**src/rtl/axi_pkg.sv**
```systemverilog
// axi_pkg: AXI3 field widths, encodings and FSM state types
// shared by the cache-to-AXI bridge and its arbiters.
package axi_pkg;

  localparam int LEN_W   = 4;
  localparam int SIZE_W  = 3;
  localparam int BURST_W = 2;
  localparam int LOCK_W  = 2;
  localparam int CACHE_W = 4;
  localparam int PROT_W  = 3;
  localparam int RESP_W  = 2;

  localparam logic [BURST_W-1:0] BURST_INCR = 2'b01;

  localparam logic [SIZE_W-1:0] SIZE_1B  = 3'd0;
  localparam logic [SIZE_W-1:0] SIZE_2B  = 3'd1;
  localparam logic [SIZE_W-1:0] SIZE_4B  = 3'd2;
  localparam logic [SIZE_W-1:0] SIZE_8B  = 3'd3;
  localparam logic [SIZE_W-1:0] SIZE_16B = 3'd4;

  function automatic logic [SIZE_W-1:0] size_enc(input int bytes);
    return SIZE_W'($clog2(bytes));
  endfunction

  typedef enum logic [1:0] {
    R_IDLE,
    R_ADDR,
    R_DATA,
    R_DONE
  } rd_state_e;

  typedef enum logic [2:0] {
    W_IDLE,
    W_AW,
    W_DATA,
    W_RESP,
    W_DONE
  } wr_state_e;

endpackage

```
**src/rtl/rr_arbiter.sv**
```systemverilog
// rr_arbiter: pointer-based round-robin arbiter, one-hot grant.
// The search starts at ptr and wraps to channel 0.
module rr_arbiter #(
  parameter int N  = 2,
  parameter int PW = (N > 1) ? $clog2(N) : 1
) (
  input  logic [N-1:0]  req,
  input  logic [PW-1:0] ptr,
  output logic [N-1:0]  gnt,
  output logic [PW-1:0] idx
);

  logic found;

  always_comb begin
    found = 1'b0;
    idx   = '0;
    for (int i = 0; i < N; i++) begin
      if (!found && req[i] && PW'(i) >= ptr) begin
        found = 1'b1;
        idx   = PW'(i);
      end
    end
    for (int i = 0; i < N; i++) begin
      if (!found && req[i]) begin
        found = 1'b1;
        idx   = PW'(i);
      end
    end
    gnt = found ? (N'(1) << idx) : '0;
  end

endmodule

```
**src/rtl/axi_bridge_arb.sv**
```systemverilog
// axi_bridge_arb: arbitrates NCH cached/uncached requestors onto one AXI3
// master with independent read and write engines.
module axi_bridge_arb
  import axi_pkg::*;
#(
  parameter int NCH        = 2,
  parameter int ADDR_W     = 32,
  parameter int DATA_W     = 32,
  parameter int ID_W       = 4,
  parameter int LINE_WORDS = 4
) (
  input  logic                           clk,
  input  logic                           rst,
  input  logic [NCH-1:0]                 req_valid,
  output logic [NCH-1:0]                 req_ready,
  input  logic [NCH-1:0]                 req_write,
  input  logic [NCH-1:0]                 req_cached,
  input  logic [NCH*3-1:0]               req_size,
  input  logic [NCH*ADDR_W-1:0]          req_addr,
  input  logic [NCH*DATA_W/8-1:0]        req_wstrb,
  input  logic [NCH*LINE_WORDS*DATA_W-1:0] req_wdata,
  output logic [NCH-1:0]                 rd_done,
  output logic [LINE_WORDS*DATA_W-1:0]   rd_data,
  output logic                           rd_err,
  output logic [NCH-1:0]                 wr_done,
  output logic                           wr_err,
  output logic [ID_W-1:0]                arid,
  output logic [ADDR_W-1:0]              araddr,
  output logic [3:0]                     arlen,
  output logic [2:0]                     arsize,
  output logic [1:0]                     arburst,
  output logic [1:0]                     arlock,
  output logic [3:0]                     arcache,
  output logic [2:0]                     arprot,
  output logic                           arvalid,
  input  logic                           arready,
  output logic [ID_W-1:0]                awid,
  output logic [ADDR_W-1:0]              awaddr,
  output logic [3:0]                     awlen,
  output logic [2:0]                     awsize,
  output logic [1:0]                     awburst,
  output logic [1:0]                     awlock,
  output logic [3:0]                     awcache,
  output logic [2:0]                     awprot,
  output logic                           awvalid,
  input  logic                           awready,
  output logic [ID_W-1:0]                wid,
  output logic [DATA_W-1:0]              wdata,
  output logic [DATA_W/8-1:0]            wstrb,
  output logic                           wlast,
  output logic                           wvalid,
  input  logic                           wready,
  input  logic [ID_W-1:0]                rid,
  input  logic [DATA_W-1:0]              rdata,
  input  logic [1:0]                     rresp,
  input  logic                           rlast,
  input  logic                           rvalid,
  output logic                           rready,
  input  logic [ID_W-1:0]                bid,
  input  logic [1:0]                     bresp,
  input  logic                           bvalid,
  output logic                           bready
);

  localparam int STRB_W = DATA_W / 8;
  localparam int CW     = (NCH > 1) ? $clog2(NCH) : 1;
  localparam int BW     = $clog2(LINE_WORDS);
  localparam int LINE_B = LINE_WORDS * STRB_W;
  localparam logic [ADDR_W-1:0] LINE_MASK = ~ADDR_W'(LINE_B - 1);
  localparam logic [LEN_W-1:0]  LINE_LEN  = LEN_W'(LINE_WORDS - 1);
  localparam logic [SIZE_W-1:0] FULL_SIZE = size_enc(STRB_W);

  typedef struct packed {
    logic                              write;
    logic                              cached;
    logic [SIZE_W-1:0]                 size;
    logic [ADDR_W-1:0]                 addr;
    logic [STRB_W-1:0]                 wstrb;
    logic [LINE_WORDS-1:0][DATA_W-1:0] wdata;
  } req_t;

  req_t           req [NCH];
  logic [NCH-1:0] hazard;
  logic [NCH-1:0] rd_cand, wr_cand;
  logic [NCH-1:0] rd_arb, wr_arb;
  logic [NCH-1:0] rd_gnt, wr_gnt;
  logic [CW-1:0]  rd_idx, wr_idx;
  logic           rd_acc, wr_acc;

  rd_state_e rs, rs_n;
  wr_state_e ws, ws_n;

  logic [CW-1:0]                     rptr, wptr, r_own, w_own;
  logic [ADDR_W-1:0]                 r_addr, w_addr;
  logic [LEN_W-1:0]                  r_len, w_len, r_cnt, w_cnt;
  logic [SIZE_W-1:0]                 r_size, w_size;
  logic [STRB_W-1:0]                 w_strb;
  logic [LINE_WORDS-1:0][DATA_W-1:0] r_buf, w_buf;
  logic                              r_err, w_err;
  logic                              r_beat, b_hit;

  function automatic logic [CW-1:0] nxt(input logic [CW-1:0] i);
    return (i == CW'(NCH - 1)) ? '0 : CW'(i + 1'b1);
  endfunction

  // Reads to the line a pending write targets must wait for that write.
  always_comb begin
    for (int i = 0; i < NCH; i++) begin
      req[i].write  = req_write[i];
      req[i].cached = req_cached[i];
      req[i].size   = req_size[i*3 +: 3];
      req[i].addr   = req_addr[i*ADDR_W +: ADDR_W];
      req[i].wstrb  = req_wstrb[i*STRB_W +: STRB_W];
      req[i].wdata  = req_wdata[i*LINE_WORDS*DATA_W +: LINE_WORDS*DATA_W];
      hazard[i]  = (ws != W_IDLE) &&
                   ((req[i].addr & LINE_MASK) == (w_addr & LINE_MASK));
      rd_cand[i] = req_valid[i] && !req[i].write && !hazard[i];
      wr_cand[i] = req_valid[i] && req[i].write;
    end
  end

  rr_arbiter #(.N(NCH)) u_rd_arb (
    .req (rd_cand),
    .ptr (rptr),
    .gnt (rd_arb),
    .idx (rd_idx)
  );

  rr_arbiter #(.N(NCH)) u_wr_arb (
    .req (wr_cand),
    .ptr (wptr),
    .gnt (wr_arb),
    .idx (wr_idx)
  );

  assign rd_gnt    = (!rst && rs == R_IDLE) ? rd_arb : '0;
  assign wr_gnt    = (!rst && ws == W_IDLE) ? wr_arb : '0;
  assign rd_acc    = |rd_gnt;
  assign wr_acc    = |wr_gnt;
  assign req_ready = rd_gnt | wr_gnt;

  assign r_beat = (rs == R_DATA) && rvalid && (rid == ID_W'(r_own));
  assign b_hit  = (ws == W_RESP) && bvalid && (bid == ID_W'(w_own));

  always_comb begin
    rs_n = rs;
    unique case (rs)
      R_IDLE:  if (rd_acc) rs_n = R_ADDR;
      R_ADDR:  if (arready) rs_n = R_DATA;
      R_DATA:  if (r_beat && (rlast || r_cnt == r_len)) rs_n = R_DONE;
      R_DONE:  rs_n = R_IDLE;
      default: rs_n = R_IDLE;
    endcase
  end

  always_ff @(posedge clk) begin
    if (rst) begin
      rs     <= R_IDLE;
      rptr   <= '0;
      r_own  <= '0;
      r_addr <= '0;
      r_len  <= '0;
      r_size <= '0;
      r_cnt  <= '0;
      r_buf  <= '0;
      r_err  <= 1'b0;
    end else begin
      rs <= rs_n;
      if (rd_acc) begin
        rptr   <= nxt(rd_idx);
        r_own  <= rd_idx;
        r_addr <= req[rd_idx].cached ? (req[rd_idx].addr & LINE_MASK)
                                     : req[rd_idx].addr;
        r_len  <= req[rd_idx].cached ? LINE_LEN : '0;
        r_size <= req[rd_idx].cached ? FULL_SIZE : req[rd_idx].size;
        r_cnt  <= '0;
        r_err  <= 1'b0;
      end else if (r_beat) begin
        r_buf[r_cnt[BW-1:0]] <= rdata;
        r_cnt <= r_cnt + 1'b1;
        if (rresp != 2'b00) r_err <= 1'b1;
      end
    end
  end

  assign arid    = ID_W'(r_own);
  assign araddr  = r_addr;
  assign arlen   = r_len;
  assign arsize  = r_size;
  assign arburst = BURST_INCR;
  assign arlock  = '0;
  assign arcache = '0;
  assign arprot  = '0;
  assign arvalid = (rs == R_ADDR);
  assign rready  = (rs == R_DATA);
  assign rd_done = (rs == R_DONE) ? (NCH'(1) << r_own) : '0;
  assign rd_err  = (rs == R_DONE) && r_err;
  assign rd_data = r_buf;

  always_comb begin
    ws_n = ws;
    unique case (ws)
      W_IDLE:  if (wr_acc) ws_n = W_AW;
      W_AW:    if (awready) ws_n = W_DATA;
      W_DATA:  if (wready && w_cnt == w_len) ws_n = W_RESP;
      W_RESP:  if (b_hit) ws_n = W_DONE;
      W_DONE:  ws_n = W_IDLE;
      default: ws_n = W_IDLE;
    endcase
  end

  always_ff @(posedge clk) begin
    if (rst) begin
      ws     <= W_IDLE;
      wptr   <= '0;
      w_own  <= '0;
      w_addr <= '0;
      w_len  <= '0;
      w_size <= '0;
      w_strb <= '0;
      w_cnt  <= '0;
      w_buf  <= '0;
      w_err  <= 1'b0;
    end else begin
      ws <= ws_n;
      if (wr_acc) begin
        wptr   <= nxt(wr_idx);
        w_own  <= wr_idx;
        w_addr <= req[wr_idx].cached ? (req[wr_idx].addr & LINE_MASK)
                                     : req[wr_idx].addr;
        w_len  <= req[wr_idx].cached ? LINE_LEN : '0;
        w_size <= req[wr_idx].cached ? FULL_SIZE : req[wr_idx].size;
        w_strb <= req[wr_idx].cached ? '1 : req[wr_idx].wstrb;
        w_buf  <= req[wr_idx].wdata;
        w_cnt  <= '0;
        w_err  <= 1'b0;
      end else begin
        if (ws == W_DATA && wready) w_cnt <= w_cnt + 1'b1;
        if (b_hit && bresp != 2'b00) w_err <= 1'b1;
      end
    end
  end

  assign awid    = ID_W'(w_own);
  assign awaddr  = w_addr;
  assign awlen   = w_len;
  assign awsize  = w_size;
  assign awburst = BURST_INCR;
  assign awlock  = '0;
  assign awcache = '0;
  assign awprot  = '0;
  assign awvalid = (ws == W_AW);
  assign wid     = ID_W'(w_own);
  assign wdata   = w_buf[w_cnt[BW-1:0]];
  assign wstrb   = w_strb;
  assign wvalid  = (ws == W_DATA);
  assign wlast   = (ws == W_DATA) && (w_cnt == w_len);
  assign bready  = (ws == W_RESP);
  assign wr_done = (ws == W_DONE) ? (NCH'(1) << w_own) : '0;
  assign wr_err  = (ws == W_DONE) && w_err;

endmodule

```
**config.mk**
```make
export PLATFORM = sky130hd
export DESIGN_NAME = axi_bridge_arb
export DESIGN_NICKNAME = d
export VERILOG_FILES = /design/src/rtl/axi_pkg.sv /design/src/rtl/rr_arbiter.sv /design/src/rtl/axi_bridge_arb.sv
export SDC_FILE = /design/constraint.sdc
export NUM_CORES = 1
export LEC_CHECK = 0
export BUFFER_PORTS_ARGS = -buffer_cell sky130_fd_sc_hd__buf_2
export CAP_MARGIN = 5
export CELL_PAD_IN_SITES_DETAIL_PLACEMENT = 1
export CELL_PAD_IN_SITES_GLOBAL_PLACEMENT = 1
export CORE_AREA = 2 2 266 268
export DETAILED_ROUTE_END_ITERATION = 8
export DIE_AREA = 0 0 268 270
export PLACE_DENSITY_LB_ADDON = 0.1
export SKIP_LAST_GASP = 1
export SLEW_MARGIN = 0
export SYNTH_ARGS = -nofsm -noshare
export SYNTH_HDL_FRONTEND = slang
export SYNTH_SLANG_ARGS = --single-unit
```
**constraint.sdc**
```tcl
create_clock -name clk -period 2.45 [get_ports clk]
set_input_delay 0.245 -clock clk [delete_from_list [all_inputs] [get_ports clk]]
set_output_delay 0.245 -clock clk [all_outputs]
set_load 0.01 [all_outputs]
```
==> impl_metrics.ini <==
[worst_setup_path]
cp-end-kind = output port
arrival_ns = 2.48
crit_top_cell = buf_6
worst-r2r-setup-slack_ns = -0.08
path_max_fanout = 3
cp-startpoint = awaddr[19]$_SDFFE_PP0P_
critPathRequiredTime_ns = 2.20
cp-endpoint = req_ready[0]
crit_family = simple AND/OR/NAND/NOR gates
crit_buf_inv = 3
max_stage_delay_ns = 0.33
r2r-start = awaddr[19]$_SDFFE_PP0P_
start_kind = flip-flop
cp_cell_sequence = xnor2_2 > nand4_1 > nor4_4 > buf_4 > buf_6 > a211o_1 > a21oi_2 > a31o_2 > buf_6
crit_type = flip-flop to output port
r2r_cells = 11
cp.depth = 9
crit_slowest_cell = dfxtp_2
r2r_end = rd_data[124]$_SDFFE_PP0P_

[sta]
setup_ws_ns = -0.276
holdWs_ns = 0.0316
timing.final.hold_violations = 0
setup_tns_ns = -1.95
rsz0062_at_grt = true
fin_crit_sh = 1.11
max_freq_ghz = 0.367
finClkSkew_ns = 0.0294
period_needed_ns = 2.73
setup_violations = 41
slew_headroom = 0.449
tightest_slew_ns = 0.826
final_max_slew_viol_count = 0

[pwr]
power_density_nw_per_um2 = 684
leakagePower_uw = 0.0119
ir_drop_mv = 0.514

[floorplan]
die_x_um = 268
coreArea_um2 = 69500
die_area_um2 = 72400
pin_count = 682
rows = 97
start_util = 0.235
die_h_um = 270

[run_status]
status = complete, but fails checks
violations = setup timing

[clocking]
cts_tree = built
insertion_delay_ns = 0.58
cts_buffers = 43
path_clk_slew_ns = 0.06
root_buffer = clkbuf_16
cts.sinks = 351
cts_buffer_depth = 3
htree_levels = 2

[logic_synthesis]
synth-edff-count = 0
ys_types = 58
syn_avg_cell_area_um2 = 9.83
synthTopCellsByArea = dfxtp_1 (43%), mux2i_1 (18%), a211oi_1 (7.9%), mux4_2 (4.4%), nand2_1 (4.2%)
yosysMostFrequentCell = dfxtp_1
synth-seq-area-share = 0.430
syn_inst = 1663
synth_largest_area_cell = dfxtp_1
synth_async_sr_flop_share = 0
synth_ff_type = dfxtp_1
synth_top_area_share = 0.430
ys_top_cells_by_count = dfxtp_1 (351), mux2i_1 (298), nand2_1 (181)
netlist_area_um2 = 16300
synth_warnings = 0
ys_seq_elements = 351

[global_route]
grt_first_pass_wirelength_um = 105000
track_usage = 0.192
antenna_found_initial = 1
gr-total-overflow = 0
grt_pass1_vias = 16300
grt_max_degree = 175

[min_path]
hold_path_class = input pin to flip-flop

[final_layout]
fin_cells = 3409
drive_gt1_frac = 0.385
fin_nets = 2841
fillCellCount = 8068
utilization = 0.346
syn2layout_area_growth_pct = 47.2

[detailed_routing]
ant_nets = 0
met1_length_um = 29100
vias_per_cell = 4.49
top_layer_used = met4
dr_wl_met2_um = 36300
vias = 15300
route.met3.wl_um = 4100
first_pass_iters = 4
wl_um = 71500
wl_per_cell_um = 21.0
drc = 0
drt_iter0_markers = 649

[place]
pre_cts_ws_ns = -0.231
hpwl_um = 53200
place_congestion = 0.858
portBuffers = 646
dp_cells = 3234

[flow_run]
maxCapViolCount = 0
[logic make-up after synthesis]
logic type                 count (synthesis)  synth area share
buffers and inverters                    184            0.0558
xor gates and xnor gates                  64            0.0343
and+or+nand+nor                          452             0.121
other                                      2          0.000459
DFF                                      351             0.430
muxes                                    331             0.227
AOI/OAI and AO/OA                        269             0.124
adders and majority gates                 10           0.00765
[report_power, final]
group          switching (µW)  internal [µW]
Sequential                334           6200
Combinational            1910           1570
Clock                    2630           3820
[cell type report]
type | instances | area (µm²) | area share
Antenna cell | 1 | 2.50 | 0.000104
Clock buffer | 67 | 1290 | 0.0535
Clock inverter | 7 | 123 | 0.00510
Inverter | 9 | 38.8 | 0.00161
Multi-Input combinational cell | 1161 | 8790 | 0.366
Sequential cell | 351 | 7060 | 0.293
Tap cell | 940 | 1180 | 0.0489
Timing Repair Buffer | 873 | 5580 | 0.232
[cells in the final DEF (no fill, tap or decap), types with 32 or more instances in the layout]
master,synthesis,final
mux4_2,32,32
nor2_1,172,171
buf_4,46,113
buf_2,15,644
clkbuf_16,0,45
dfxtp_1,351,335
mux2i_1,298,297
dlygate4sd3_1,0,78
a211oi_1,171,167
nand2_1,181,181
conb_1,2,35
[worst register-to-register path, delay by kind of cell (launching register included)]
family          cells  cell delay (ns)
compound gates      1             0.07
buf+inv             5             0.77
flops               1             0.33
mux                 1             0.16
xor+xnor            1             0.20
simple gates        3             0.87
[sequential cells by signal, indices dropped and copies added, names as in the netlist, 2 cells and up]
signal   flops
w_cnt        4
rs           2
rd_data    128
awaddr      32
arsize       3
wstrb        4
awsize       3
w_buf      128
araddr      32
ws           3
r_cnt        4
[how the worst min path moves through the flow]
stage	from	endpoint	slack, ns	cells past startpoint
detailed placement	rd_data[11]$_SDFFE_PP0P_	rd_data[11]$_SDFFE_PP0P_	0.45	2
finish	req_wdata[245]	w_buf[117]$_SDFFE_PP0P_	0.03	3
floorplan	req_addr[33]	araddr[1]$_SDFFE_PP0P_	0.38	1
global route	req_wdata[182]	w_buf[54]$_SDFFE_PP0P_	0.01	3
CTS	req_wdata[21]	w_buf[21]$_SDFFE_PP0P_	0.0001	3
global placement	r_err$_SDFFE_PP0P_	r_err$_SDFFE_PP0P_	0.44	1
[per-layer routing]
layer  track usage  vias to the layer above
li1              -                     7483
met1         0.224                     7308
met2         0.347                      437
met3        0.0442                       91
met4        0.0560                        0
met5             0                        -
[metrics by stage]
step | total power (µW) | instance area [µm²]
finish | 16500 | 24100
CTS | 16700 | 23800
floorplan | 8350 | 16500
global route | 17300 | 24100
global placement | 9900 | 21200
detailed placement | 9960 | 21200
[timing repair]
action	in CTS	in global routing
pin swaps	14	16
endpoints found under the setup margin	192	132
hold buffers	78	0
resized for setup	36	34
buffers inserted	10	7
hold endpoints to repair	76	0
gates cloned	6	2
Power figures use the tool's default switching activity.
